**config.mk**
```make
export PLATFORM = sky130hd
export DESIGN_NAME = irq_watchdog_ctrl
export DESIGN_NICKNAME = d
export VERILOG_FILES = /design/src/rtl/ccastles_pkg.sv /design/src/rtl/irq_watchdog_ctrl_reset_stretcher.sv /design/src/rtl/irq_watchdog_ctrl.sv
export SDC_FILE = /design/constraint.sdc
export NUM_CORES = 1
export LEC_CHECK = 0
export BUFFER_PORTS_ARGS = -buffer_cell sky130_fd_sc_hd__buf_2
export CAP_MARGIN = 40
export CORE_ASPECT_RATIO = 0.75
export CORE_MARGIN = 4
export CORE_UTILIZATION = 30
export DETAILED_ROUTE_END_ITERATION = 6
export PLACE_DENSITY = 0.51
export SETUP_SLACK_MARGIN = 0.05
export SLEW_MARGIN = 5
export SYNTH_ARGS = -nofsm -noshare
export SYNTH_HDL_FRONTEND = slang
export SYNTH_SLANG_ARGS = --single-unit
```
**constraint.sdc**
```tcl
create_clock -name clk -period 2.4 [get_ports clk]
set_input_delay 0.12 -clock clk [delete_from_list [all_inputs] [get_ports clk]]
set_output_delay 0.12 -clock clk [all_outputs]
set_load 0.005 [all_outputs]
```
**src/rtl/ccastles_pkg.sv**
```systemverilog
// Shared constants and types for the interrupt / watchdog / CPU reset control.
//   INTACK_ADDR_C  : CPU write address that acknowledges the interrupt
//   WDOG_ADDR_C    : CPU write address that kicks the watchdog
//   IRQ_VBIT_C     : bit of the vertical counter driven out as IRQCLK
//   WDOG_FRAMES_C  : VBLANK rising edges without a kick before the bite
//   RESET_CYCLES_C : clk cycles the CPU reset is stretched
//   stretch_state_t: HOLD (CPU held in reset) / RUN
package ccastles_pkg;

  localparam logic [15:0] INTACK_ADDR_C  = 16'h9600;
  localparam logic [15:0] WDOG_ADDR_C    = 16'h9500;
  localparam int unsigned IRQ_VBIT_C     = 5;
  localparam int unsigned WDOG_FRAMES_C  = 8;
  localparam int unsigned RESET_CYCLES_C = 16;

  typedef enum logic {
    HOLD = 1'b0,
    RUN  = 1'b1
  } stretch_state_t;

endpackage

```
**src/rtl/irq_watchdog_ctrl_reset_stretcher.sv**
```systemverilog
// reset_stretcher: holds rst_n_out low for RESET_CYCLES clk cycles after
// reset release or after a trigger pulse, then releases it.
//   clk       : system clock
//   reset     : asynchronous, active-high reset (enters HOLD, full count)
//   trigger   : restart the stretch (watchdog bite)
//   rst_n_out : active-low reset to the CPU, registered
module reset_stretcher
  import ccastles_pkg::*;
#(
  parameter int unsigned RESET_CYCLES = RESET_CYCLES_C
) (
  input  logic clk,
  input  logic reset,
  input  logic trigger,
  output logic rst_n_out
);

  localparam int unsigned    CW   = $clog2(RESET_CYCLES + 1);
  localparam logic [CW-1:0]  LOAD = CW'(RESET_CYCLES);

  stretch_state_t state_q, state_d;
  logic [CW-1:0]  cnt_q, cnt_d;

  always_ff @(posedge clk or posedge reset) begin
    if (reset) begin
      state_q <= HOLD;
      cnt_q   <= LOAD;
    end else begin
      state_q <= state_d;
      cnt_q   <= cnt_d;
    end
  end

  always_comb begin
    state_d = state_q;
    cnt_d   = cnt_q;
    if (trigger) begin
      state_d = HOLD;
      cnt_d   = LOAD;
    end else if (state_q == HOLD) begin
      cnt_d = cnt_q - 1'b1;
      // The edge that takes the count to zero also enters RUN, so the
      // output is low for exactly RESET_CYCLES edges.
      if (cnt_q == CW'(1)) begin
        state_d = RUN;
      end
    end
  end

  // Decode of a single state flop: glitch-free, effectively registered.
  assign rst_n_out = (state_q == RUN);

endmodule

```
**src/rtl/irq_watchdog_ctrl.sv**
```systemverilog
// irq_watchdog_ctrl: interrupt clock, interrupt acknowledge, frame-counting
// watchdog and stretched CPU reset for the 65C02 stage.
//   clk, reset  : system clock, asynchronous active-high reset
//   ce2H        : CPU bus cycle valid
//   BA, BRWn    : CPU address bus, read/write (0 = write)
//   V, VBLANK   : vertical line counter, vertical blank level
//   IRQCLK      : V[IRQ_VBIT] delayed one clk
//   INTACKn     : one-cycle low strobe after a write to INTACK_ADDR
//   cpu_reset_n : active-low CPU reset, stretched after reset and bites
//   wdog_bite   : one-cycle pulse when the watchdog fires
module irq_watchdog_ctrl
  import ccastles_pkg::*;
#(
  parameter logic [15:0] INTACK_ADDR  = INTACK_ADDR_C,
  parameter logic [15:0] WDOG_ADDR    = WDOG_ADDR_C,
  parameter int unsigned IRQ_VBIT     = IRQ_VBIT_C,
  parameter int unsigned WDOG_FRAMES  = WDOG_FRAMES_C,
  parameter int unsigned RESET_CYCLES = RESET_CYCLES_C
) (
  input  logic        clk,
  input  logic        reset,
  input  logic        ce2H,
  input  logic [15:0] BA,
  input  logic        BRWn,
  input  logic [7:0]  V,
  input  logic        VBLANK,
  output logic        IRQCLK,
  output logic        INTACKn,
  output logic        cpu_reset_n,
  output logic        wdog_bite
);

  logic       wr;
  logic       intack_wr;
  logic       kick;
  logic       vb_q;
  logic       vb_rise;
  logic       bite_now;
  logic [3:0] wd_cnt;

  // Writes only count while the CPU is out of reset.
  assign wr        = ce2H & ~BRWn & cpu_reset_n;
  assign intack_wr = wr & (BA == INTACK_ADDR);
  assign kick      = wr & (BA == WDOG_ADDR);
  assign vb_rise   = VBLANK & ~vb_q;

  // Bite replaces the increment that would reach WDOG_FRAMES; a kick in the
  // same cycle wins.
  assign bite_now  = cpu_reset_n & ~kick & vb_rise &
                     (wd_cnt == 4'(WDOG_FRAMES - 1));

  always_ff @(posedge clk or posedge reset) begin
    if (reset) begin
      IRQCLK    <= 1'b0;
      INTACKn   <= 1'b1;
      wdog_bite <= 1'b0;
      vb_q      <= 1'b1;
      wd_cnt    <= '0;
    end else begin
      IRQCLK    <= V[IRQ_VBIT];
      INTACKn   <= ~intack_wr;
      wdog_bite <= bite_now;
      vb_q      <= VBLANK;
      if (!cpu_reset_n || kick || bite_now) begin
        wd_cnt <= '0;
      end else if (vb_rise) begin
        wd_cnt <= wd_cnt + 1'b1;
      end
    end
  end

  reset_stretcher #(
    .RESET_CYCLES(RESET_CYCLES)
  ) u_stretch (
    .clk      (clk),
    .reset    (reset),
    .trigger  (bite_now),
    .rst_n_out(cpu_reset_n)
  );

endmodule

```
==> metrics, run 1 <==
Seq cells post-synth=14; gpl congestion=between 0.7 and 0.8; most used routing layer=met2; area occupied by registers=~350 µm²; fraction of registers with async set/reset=between 90% and 100%; global-route track usage on met3=4.027%; slew at the pin with the worst max-slew slack=about 0.54 ns; CP endpoint kind=register; ratio of cells with drive above 1 in the final layout=33.65%; Design Power=just over 800 µW; Max Slew Vio Count=0; Post-synth top flop=dfrtp_1; clock root cell=clkbuf_4; synth warn=0; Setup Crit Path Kind=reg2reg; drt drc=0; Skew-Pair Late Insertion Delay=between 0.2 and 0.3 ns; post-route clock period utilization=about four fifths; max-cap check violation count=0; CTS max path bufs=2; vias in the first global route=between 600 and 700; register area share after synthesis=slightly below 50%; Post-CTS Setup Bufs=0; Worst Hold Class=in2reg; ANT nets after route=0; Die Area=0.003264 mm²; clk slew on worst S/H paths=roughly 0.09 ns; CTS H-tree depth=1; mean number of vias per cell=roughly 4.4; Static Leak=about 0.45 nW; initial drt markers=17; arrival time at the worst endpoint=about 2.1 ns; post-synth net total=roughly 100; Fillers=250; setup TNS=0 ns; # diodes=0; core footprint=between 0.002 and 0.0025 mm²; Overall Global Routing Usage=9.856%; CTS tree=built; routed vias=just over 600; Period minus WS final=1.923 ns; final hold vios=0; Worst path max stage delay=~0.53 ns; Netlist cell types=30; Final Setup Violations=0; Top Family by Delay on Critical Path=simple AND/OR/NAND/NOR gates; Buf/Inv on CP=0; Net count, final=around 140; status=completed; Pwr per Cell Area=~860 mW/mm²; f_max=~520 MHz; total grt overflow=0; CTS Buf Count=3; Rel. slew slack=a little under two thirds; io pins=33; crit-path cells=or3b_1 -> or4b_1 -> o31ai_1 -> nor2_1; antenna violations before repair=0; Chip Height=approximately 50 µm; Starting Density=31.53%; largest net degree at the start of global routing=15; met2 usage=roughly 16%; number of core rows=15; worst-path fanout max=4; Post-Syn Area=between 700 and 800 µm²; area delta synth->final=34.32%; clock skew=between 0.005 and 0.006 ns; VDD IR max=just under 0.0004 V; CP Data Required Time=2.56 ns; crit start category=register; Crit-path slowest cell=or4b_1; EDFF count, synth=0; first-pass GRT wire length=between 2000 and 3000 µm; Synth Instances=71; Die X=64.65 µm; Final HPWL DP=1125 µm; area of the multi-input gates=349.1 µm²; first drt pass iteration count=4; met1 GRT Util=between 10% and 20%; unrepaired setup endpoints after global routing=false; I/O Buffers=25; wire length per cell=roughly 10 µm; Resized cells post-CTS=0; Routed WL=between 1000 and 1500 µm; Syn Area/Cell=10.17 µm²; Sink Count=14
==> power by group <==
| group | switching (mW) | leakage (nW) | internal (mW) | total (mW) |
|---|---|---|---|---|
| Combinational | 0.132 | 0.256 | 0.155 | 0.287 |
| Clock | 0.0782 | 0.0210 | 0.0923 | 0.170 |
| Sequential | 0.0597 | 0.168 | 0.314 | 0.374 |
==> layout make-up <==
class	instances	area share, %
timing repair buffer	30	17.81
clock buffer	4	3.742
multi-input combinational	52	36.00
sequential	14	36.52
tap	34	4.387
inverter	4	1.548
==> worst paths after layout <==
| check | slack, ns | start | depth (start not counted) | end |
|---|---|---|---|---|
| setup / recovery | 0.48 | u_stretch.rst_n_out | 4 | wd_cnt[2] |
| hold / removal | 0.05 | BA[8] | 2 | INTACKn |
| setup reg to reg | 0.48 | u_stretch.rst_n_out | 4 | wd_cnt[2] |
| hold reg to reg | 0.55 | wd_cnt[3] | 2 | wd_cnt[3] |
| max in group asynchronous | 1.61 | reset | 3 | u_stretch.cnt_q[4] |
| min in group asynchronous | 0.41 | reset | 3 | IRQCLK |
==> cells in the final DEF, fill, tap and decap left out, drive strengths merged <==
| cell type | instances |
|---|---|
| nor2 | 3 |
| dlygate4sd3 | 4 |
| nand4 | 1 |
| clkbuf | 4 |
| dfstp | 3 |
| nor2b | 1 |
| or4b | 1 |
| or3b | 1 |
| or2b | 1 |
| nor4 | 1 |
| xnor2 | 4 |
| or3 | 2 |
| o22ai | 3 |
| nand2b | 2 |
| nor3 | 2 |
| o31ai | 1 |
| inv | 4 |
| ha | 3 |
| mux2i | 1 |
| nor4bb | 2 |
| dfrtp | 11 |
| o21ai | 1 |
| o31a | 1 |
| a21oi | 3 |
| nand2 | 11 |
| and2 | 1 |
| o22a | 1 |
| nand3b | 3 |
| or2 | 1 |
| nor4b | 1 |
| buf | 26 |
==> state kept, by name (all words and copies together), names as in the netlist <==
register,cells
u_stretch.cnt_q,5
wdog_bite,1
INTACKn,1
wd_cnt,4
IRQCLK,1
vb_q,1
u_stretch.rst_n_out,1
==> cells by family after synthesis <==
logic type	count (synthesis)	synth area share (%)
xor+xnor	4	4.852
buf+inv	5	2.599
simple gates	34	27.21
compound gates	10	9.704
mux	1	1.387
flops	14	49.05
fa+ha+maj	3	5.200
==> metrics by stage <==
| step | hold WS [ns] | utilization, % | worst slack (ns) | cell area [µm²] | std cells |
|---|---|---|---|---|---|
| 6_report | 0.05310 | 42.35 | 0.4774 | 969.7 | 138 |
| 3_3_place_gp | 0.2010 | 39.02 | 0.4464 | 893.4 | 130 |
| 2_1_floorplan | 0.007072 | - | 0.5311 | 721.9 | 71 |
| 4_1_cts | 0.04757 | 42.35 | 0.4453 | 969.7 | 138 |
| 3_5_place_dp | 0.1958 | 39.02 | 0.4448 | 893.4 | 130 |
| 5_1_grt | 0.06199 | 42.35 | 0.3041 | 969.7 | 138 |
==> routing by layer <==
layer	vias up	wire, µm
met5	-	0
met4	0	9
met3	2	67
met2	9	719
met1	287	643
li1	315	-
==> synth_stat cells, types with 2 or more instances <==
library cell / n / area share [%]
nor4bb_1: 2 / 2.8
dfstp_2: 3 / 11
nand3b_1: 3 / 3.1
o22ai_1: 2 / 1.7
xnor2_1: 4 / 4.9
nor2_1: 3 / 1.6
nor3_1: 2 / 1.4
ha_1: 3 / 5.2
nand2b_1: 2 / 1.7
inv_1: 4 / 2.1
dfrtp_1: 11 / 38
a21oi_1: 3 / 2.1
or3_1: 2 / 1.7
nand2_1: 11 / 5.7
==> what timing repair did <==
action / in CTS / in global routing
hold buffers: 4 / 0
hold endpoints to repair: 14 / 0
setup endpoints to repair: 0 / 0
Note: power is estimated with default switching activity, not from simulation.
==> run 2: changes to the inputs <==
==> constraint.sdc (replaced) <==
create_clock -name clk -period 1.85 [get_ports clk]
set_input_delay 0.0925 -clock clk [delete_from_list [all_inputs] [get_ports clk]]
set_output_delay 0.0925 -clock clk [all_outputs]
set_load 0.005 [all_outputs]
==> run 2 against run 1 <==
  * The run now ends with setup timing left
  * Largest power group unchanged
  * Die area stayed put
  * Wire length is 8.9% higher
  * Cell count is 2.9% higher
==> metrics, run 2 (same netlist as run 1, synthesis figures left out) <==
status=finished with violations; failing checks=setup timing; antenna violations before repair=0 (unchanged); Sink Count=14 (unchanged); Largest regs=u_stretch.cnt_q x5, wd_cnt x4; wire length per cell=11.04 µm (+5.8%); unrepaired setup endpoints after global routing=true; CP Data Required Time=2.03 ns (-0.53 ns); P_sw=365.8 µW (+36%); Largest register FFs=5 (unchanged); Worst path max stage delay=0.49 ns (-0.04 ns); worst reg2reg endpoint=wdog_bite; global-route track usage on met3=4.698% (+0.67 points); Die Area=0.003264 mm² (unchanged); CTS Buf Count=3 (unchanged); io pins=33 (unchanged); met2 usage=17.29% (+1.0 points); Pwr per Cell Area=1089 mW/mm² (+27%); met1 GRT Util=11.22% (-1.3 points); Final WS setup=-0.0003515 ns (-0.4778 ns); worst-path fanout max=7 (+3); VDD IR max=0.0004986 V (+28%); Chip Height=50.49 µm (unchanged); largest net degree at the start of global routing=15 (unchanged); Buf/Inv on CP=0 (unchanged); Overall Global Routing Usage=10.27% (+0.41 points); ANT nets after route=0 (unchanged); Post-Route Utilization=43.50% (+1.1 points); CTS tree=built; Max Slew Vio Count=0 (unchanged); gpl congestion=0.7458 (-1.5%); Setup Crit Path Kind=reg2reg; Worst Hold Depth=2 (unchanged); Worst Hold Class=in2reg; leading cell type in the layout, fill and taps excluded=buf_2; clk slew on worst S/H paths=0.09 ns (about the same); Die X=64.65 µm (unchanged); Rel. slew slack=63.46% (+0.11 points); vias in the first global route=582 (-3.2%); final hold vios=0 (unchanged); FF-to-FF setup slack=-0.0004 ns (-0.48 ns); WHS Endpoint=INTACKn; Final HPWL DP=1131 µm (+0.57%); Static Leak=0.4593 nW (+3.2%); first-pass GRT wire length=2497 µm (-1.4%); P_int=718.7 µW (+28%); CP endpoint kind=register; Starting Density=31.53% (unchanged); clock root cell=clkbuf_4; CTS max path bufs=2 (unchanged); Net count, final=141 (+2.9%); Reg power frac=44.8% (-0.2 points); Skew-Pair Late Insertion Delay=0.28 ns (about the same); Top reg by flops=u_stretch.cnt_q; reg2reg path depth=4 (unchanged); max-cap check violation count=0 (unchanged); mean number of vias per cell=4.282 (-3.6%); Combinational Power Share=38.1% (+3.6 points); most frequent cells in the layout=buf_2, dfrtp_1, nand2_1, buf_4; switching part of the total power=33.73% (+1.3 points); arrival time at the worst endpoint=2.04 ns (-0.04 ns); most used routing layer=met2; slew at the pin with the worst max-slew slack=0.5475 ns (+0.005311 ns); first drt pass iteration count=4 (unchanged); # diodes=0 (unchanged); post-route clock period utilization=100.0% (+20 points); Fillers=233 (-6.8%); RR Startpoint=u_stretch.rst_n_out; HP Start=BA[8]; routed vias=608 (-0.82%); initial drt markers=23 (+6); Crit-path slowest cell=or4b_4; Top Family by Delay on Critical Path=simple AND/OR/NAND/NOR gates; clock skew=0.01063 ns (+0.005168 ns); crit start category=register; core footprint=0.002290 mm² (unchanged); CTS H-tree depth=1 (unchanged); Period minus WS final=1.850 ns (-0.07224 ns); number of core rows=15 (unchanged); area delta synth->final=37.95%; I/O Buffers=25 (unchanged); drt drc=0 (unchanged); ratio of cells with drive above 1 in the final layout=37.04% (+3.4 points); total grt overflow=0 (unchanged); Routed WL=1567 µm (+8.9%); crit-path cells=or3b_4 -> or4b_4 -> o31a_1 -> and2_1; Clk pwr share=17.1% (-3.4 points); pre-CTS WS=-0.02937 ns (-0.4742 ns); Final Setup Violations=1 (+1); f_max=540.4 MHz (+3.9%)
[run 2: cell types whose count changed in the layout (fill, tap and decap cells not counted)]
cell	delta
buf_4	+4
clkbuf_1	+1
clkbuf_8	-1
or3b_1	-1
or3b_4	+1
or4b_1	-1
or4b_4	+1
[run 2: routing by layer]
layer  vias to the layer above  routed length [µm]
met1                       276                 724
met2                         6                 787
met5                         -                   0
met3                         2                  42
met4                         0                  12
li1                        324                   -
[run 2: worst reg2reg max path, stage by stage, from the launching register on]
cell and delay [ns]:
dfrtp_1 0.35, or3b_4 0.38, or4b_4 0.49, o31a_1 0.36
and2_1 0.17
[run 2: worst max-delay path by stage]
stage                            to  depth (start not counted)           startpoint  slack, ns
after floorplan           wdog_bite                          4  u_stretch.rst_n_out    -0.0005
after global placement    wdog_bite                          4  u_stretch.rst_n_out     -0.003
after detailed placement  wdog_bite                          4  u_stretch.rst_n_out      -0.03
after CTS                 wdog_bite                          4  u_stretch.rst_n_out      0.007
after global routing      wdog_bite                          4  u_stretch.rst_n_out      -0.05
final                     wdog_bite                          4  u_stretch.rst_n_out    -0.0004
[run 2: stage by stage]
step	total power [mW]	instance area, µm²	instances	hold slack, ns	setup TNS, ns
after global placement	0.8608	908.4	132	0.1704	-0.002664
after global routing	1.175	996.0	142	0.005415	-0.1864
final	1.085	996.0	142	0.02548	-0.0003515
after CTS	1.094	985.9	141	0.01314	0
after floorplan	0.7707	721.9	71	-0.02043	-0.0004659
after detailed placement	0.8722	908.4	132	0.1748	-0.05342
[run 2: timing repair]
item                                   in CTS  in global routing
setup endpoints to repair                   7                 11
hold buffers                                4                  0
buffers inserted                            1                  1
endpoints found under the hold margin      14                  0
pin swaps                                   1                  2
resized for setup                           1                  1
[run 2: cell type report]
| class | instances | area (µm²) | share of cell area (%) |
|---|---|---|---|
| repair buffers | 34 | 202.7 | 20.35 |
| inverters | 4 | 15.01 | 1.508 |
| clock buffers | 4 | 26.28 | 2.638 |
| multi-input cells | 52 | 355.3 | 35.68 |
| flip-flops and latches | 14 | 354.1 | 35.55 |
| well taps | 34 | 42.54 | 4.271 |
[run 2: power by group through the flow]
stage	Sequential [mW]	Clock, mW	Combinational [mW]
global route	0.501	0.216	0.458
detailed placement	0.491	0	0.381
floorplan	0.478	0	0.292
global placement	0.490	0	0.371
CTS	0.485	0.199	0.410
finish	0.486	0.185	0.414
==> run 3: changes to the inputs <==
--- a/config.mk
+++ b/config.mk
@@ -16,4 +16,5 @@
 export SLEW_MARGIN = 5
 export SYNTH_ARGS = -nofsm -noshare
 export SYNTH_HDL_FRONTEND = slang
+export SYNTH_HIERARCHICAL = 1
 export SYNTH_SLANG_ARGS = --single-unit
==> run 3 against run 2 <==
  * The run now ends clean
  * Via count decreased by 2.5%
  * Worst setup slack improved by 0.27 ns
  * Total power decreased by 9.2%
  * Cell area decreased by 2.4%
  * Cell count decreased by 6.3%
  * Clock power decreased by 6%
  * Critical endpoint is now wd_cnt[0]
  * Wire length decreased by 6.3%
  * Sequential cell count unchanged
  * Maximum frequency increased by 17%
  * Clock-buffer cell count unchanged
  * Die area increased by 0.89%
  * Largest cell class is now registers
==> metrics, run 3 <==
status=completed; max-cap check violation count=0 (unchanged); clock skew=0.002302 ns (-0.008332 ns); routed vias=593 (-2.5%); f_max=631.5 MHz (+17%); Setup Crit Path Kind=reg2reg; CP Data Required Time=2.03 ns (about the same); Design Power=984.4 µW (-9.2%); wire length per cell=11.04 µm (about the same); vias in the first global route=625 (+7.4%); crit start category=register; Syn Area/Cell=11.22 µm² (+10%); Adder-Cell Fraction of Synth Area=5.146% (-0.054 points); Rel. slew slack=79.12% (+16 points); Starting Density=31.60% (+0.069 points); Net count, final=132 (-6.4%); Top reg by flops=u_stretch/cnt_q; slew at the pin with the worst max-slew slack=0.3129 ns (-0.2346 ns); RR Startpoint=wd_cnt[0]; VDD IR max=0.0004168 V (-16%); count leader, synth=dfrtp_1; drt drc=0 (unchanged); Netlist cell types=31 (+3.3%); Post-Route Utilization=42.11% (-1.4 points); register area share after synthesis=48.54% (-0.50 points); post-synth net total=97 (-5.8%); CP endpoint kind=register; post-synth top area share=37.74% (-0.39 points); Seq cells post-synth=14 (unchanged); clock root cell=clkbuf_4; io pins=33 (unchanged); I/O Buffers=25 (unchanged); Pwr per Cell Area=1013 mW/mm² (-7.0%); Final WS setup=0.2664 ns (+0.2667 ns); Final Setup Violations=0 (-1); Largest regs=u_stretch/cnt_q x5, wd_cnt x4; most frequent cells in the layout=buf_2, dfrtp_1, nor2_1, inv_1; EDFF count, synth=0 (unchanged); CTS max path bufs=2 (unchanged); FF-to-FF setup slack=0.27 ns (+0.27 ns); Post-Syn Area=729.5 µm² (+1.0%); reg2reg path depth=4 (unchanged); arrival time at the worst endpoint=1.76 ns (-0.28 ns); Worst Hold Class=in2reg; mean number of vias per cell=4.459 (+4.1%); Synth Area in XOR/XNOR=6.003% (+1.2 points); gpl congestion=0.7971 (+6.9%); Post-DP Area=915.9 µm² (+0.83%); synth warn=6 (+6); pre-CTS WS=0.2704 ns (+0.2998 ns); Routed WL=1468 µm (-6.3%); hold buffers post-CTS=3 (-1); largest net degree at the start of global routing=10 (-5); worst-path fanout max=4 (-3); clk slew on worst S/H paths=0.08 ns (about the same); final hold vios=0 (unchanged); fraction of registers with async set/reset=100.0% (unchanged); ratio of cells with drive above 1 in the final layout=39.39% (+2.4 points); area delta synth->final=33.28%; core footprint=0.002308 mm² (+0.82%); Hold Slack=0.03363 ns (+0.008149 ns); design area=972.2 µm² (-2.4%); Synth Instances=65 (-8.5%); Static Leak=0.4428 nW (-3.6%); CTS H-tree depth=1 (unchanged); Placed Cells=126 (-4.5%); Final Non-Filler Cells=133 (-6.3%); # diodes=0 (unchanged); Sink Count=14 (unchanged); total grt overflow=0 (unchanged); WHS Endpoint=INTACKn; Overall Global Routing Usage=10.96% (+0.69 points); first drt pass iteration count=3 (-1); Resized cells post-CTS=0 (-1); Post-CTS Setup Bufs=0 (-1); Max Slew Vio Count=0 (unchanged); synth cell count leaders=dfrtp_1, nor2_1, inv_1; setup TNS=0 ns (+0.0003515 ns); ANT nets after route=0 (unchanged); CTS tree=built; Chip Height=50.71 µm (+0.44%); Post-synth top flop=dfrtp_1; worst reg2reg endpoint=wd_cnt[0]; leading cell type in the layout, fill and taps excluded=buf_2; post-route clock period utilization=85.60% (-14 points); Synth Area in Simple Gates=29.33% (+2.1 points); unrepaired setup endpoints after global routing=false; Skew-Pair Late Insertion Delay=0.27 ns (about the same); CTS Buf Count=3 (unchanged); HP Start=BA[9]; initial drt markers=7 (-70%); main area contributors after synthesis=dfrtp_1, dfstp_2, ha_1; Synth Area in Compound Gates=7.376% (-2.3 points); Final HPWL DP=1165 µm (+3.0%); largest family of logic cells by synthesized area=simple AND/OR/NAND/NOR gates; Largest register FFs=5 (unchanged); biggest area consumer among synthesized cells=dfrtp_1; Die Area=0.003293 mm² (+0.89%); Die X=64.94 µm (+0.46%); first-pass GRT wire length=2725 µm (+9.1%); number of core rows=15 (unchanged); Fillers=239 (+2.6%); antenna violations before repair=0 (unchanged); Worst Hold Depth=2 (unchanged); mux cell area share after synthesis=0% (-1.4 points); Period minus WS final=1.584 ns (-0.2667 ns)
[run 3: area by class of cell]
cell class	instances	area, µm²	share of cell area, %
clock buffers	4	26.28	2.703
multi-input cells	44	349.1	35.91
inverters	6	22.52	2.317
repair buffers	31	177.7	18.28
flip-flops and latches	14	354.1	36.42
well taps	34	42.54	4.376
[run 3: where the power goes]
part / internal (mW) / switching, mW
Clock: 0.0835 / 0.0891
Combinational: 0.164 / 0.148
Sequential: 0.408 / 0.0917
[run 3: metal layers]
layer  up-vias  GRT usage [%]  part of all wire [%]  routed length, µm
met3         2          5.817                    13                189
met1       261          13.82                    48                711
li1        303              -                     -                  -
met2        27          15.62                    37                544
met4         0          4.211                   1.5                 22
met5         -              0                     0                  0
[run 3: cells by family (layout without fill, tap and decap cells)]
logic type	after synthesis	in the layout
flops	14	14
buf+inv	7	41
compound gates	7	7
xor+xnor	5	5
fa+ha+maj	3	3
simple gates	29	29
[run 3: worst max-delay path, cell delays in order (launching register included)]
cell,delay (ns)
dfrtp_1,0.41
ha_1,0.24
nand3b_1,0.14
or3b_2,0.45
a221oi_1,0.24
[run 3: worst max-delay path by stage]
stage | startpoint | end | slack, ns | depth (start not counted)
after detailed placement | u_stretch/rst_n_out | u_stretch/cnt_q[4] | 0.27 | 5
after global placement | wd_cnt[0] | wd_cnt[0] | 0.28 | 4
after floorplan | u_stretch/rst_n_out | u_stretch/cnt_q[0] | 0.06 | 4
final | wd_cnt[0] | wd_cnt[0] | 0.27 | 4
after global routing | wd_cnt[0] | u_stretch/cnt_q[4] | 0.13 | 5
after CTS | wd_cnt[0] | wd_cnt[0] | 0.25 | 4
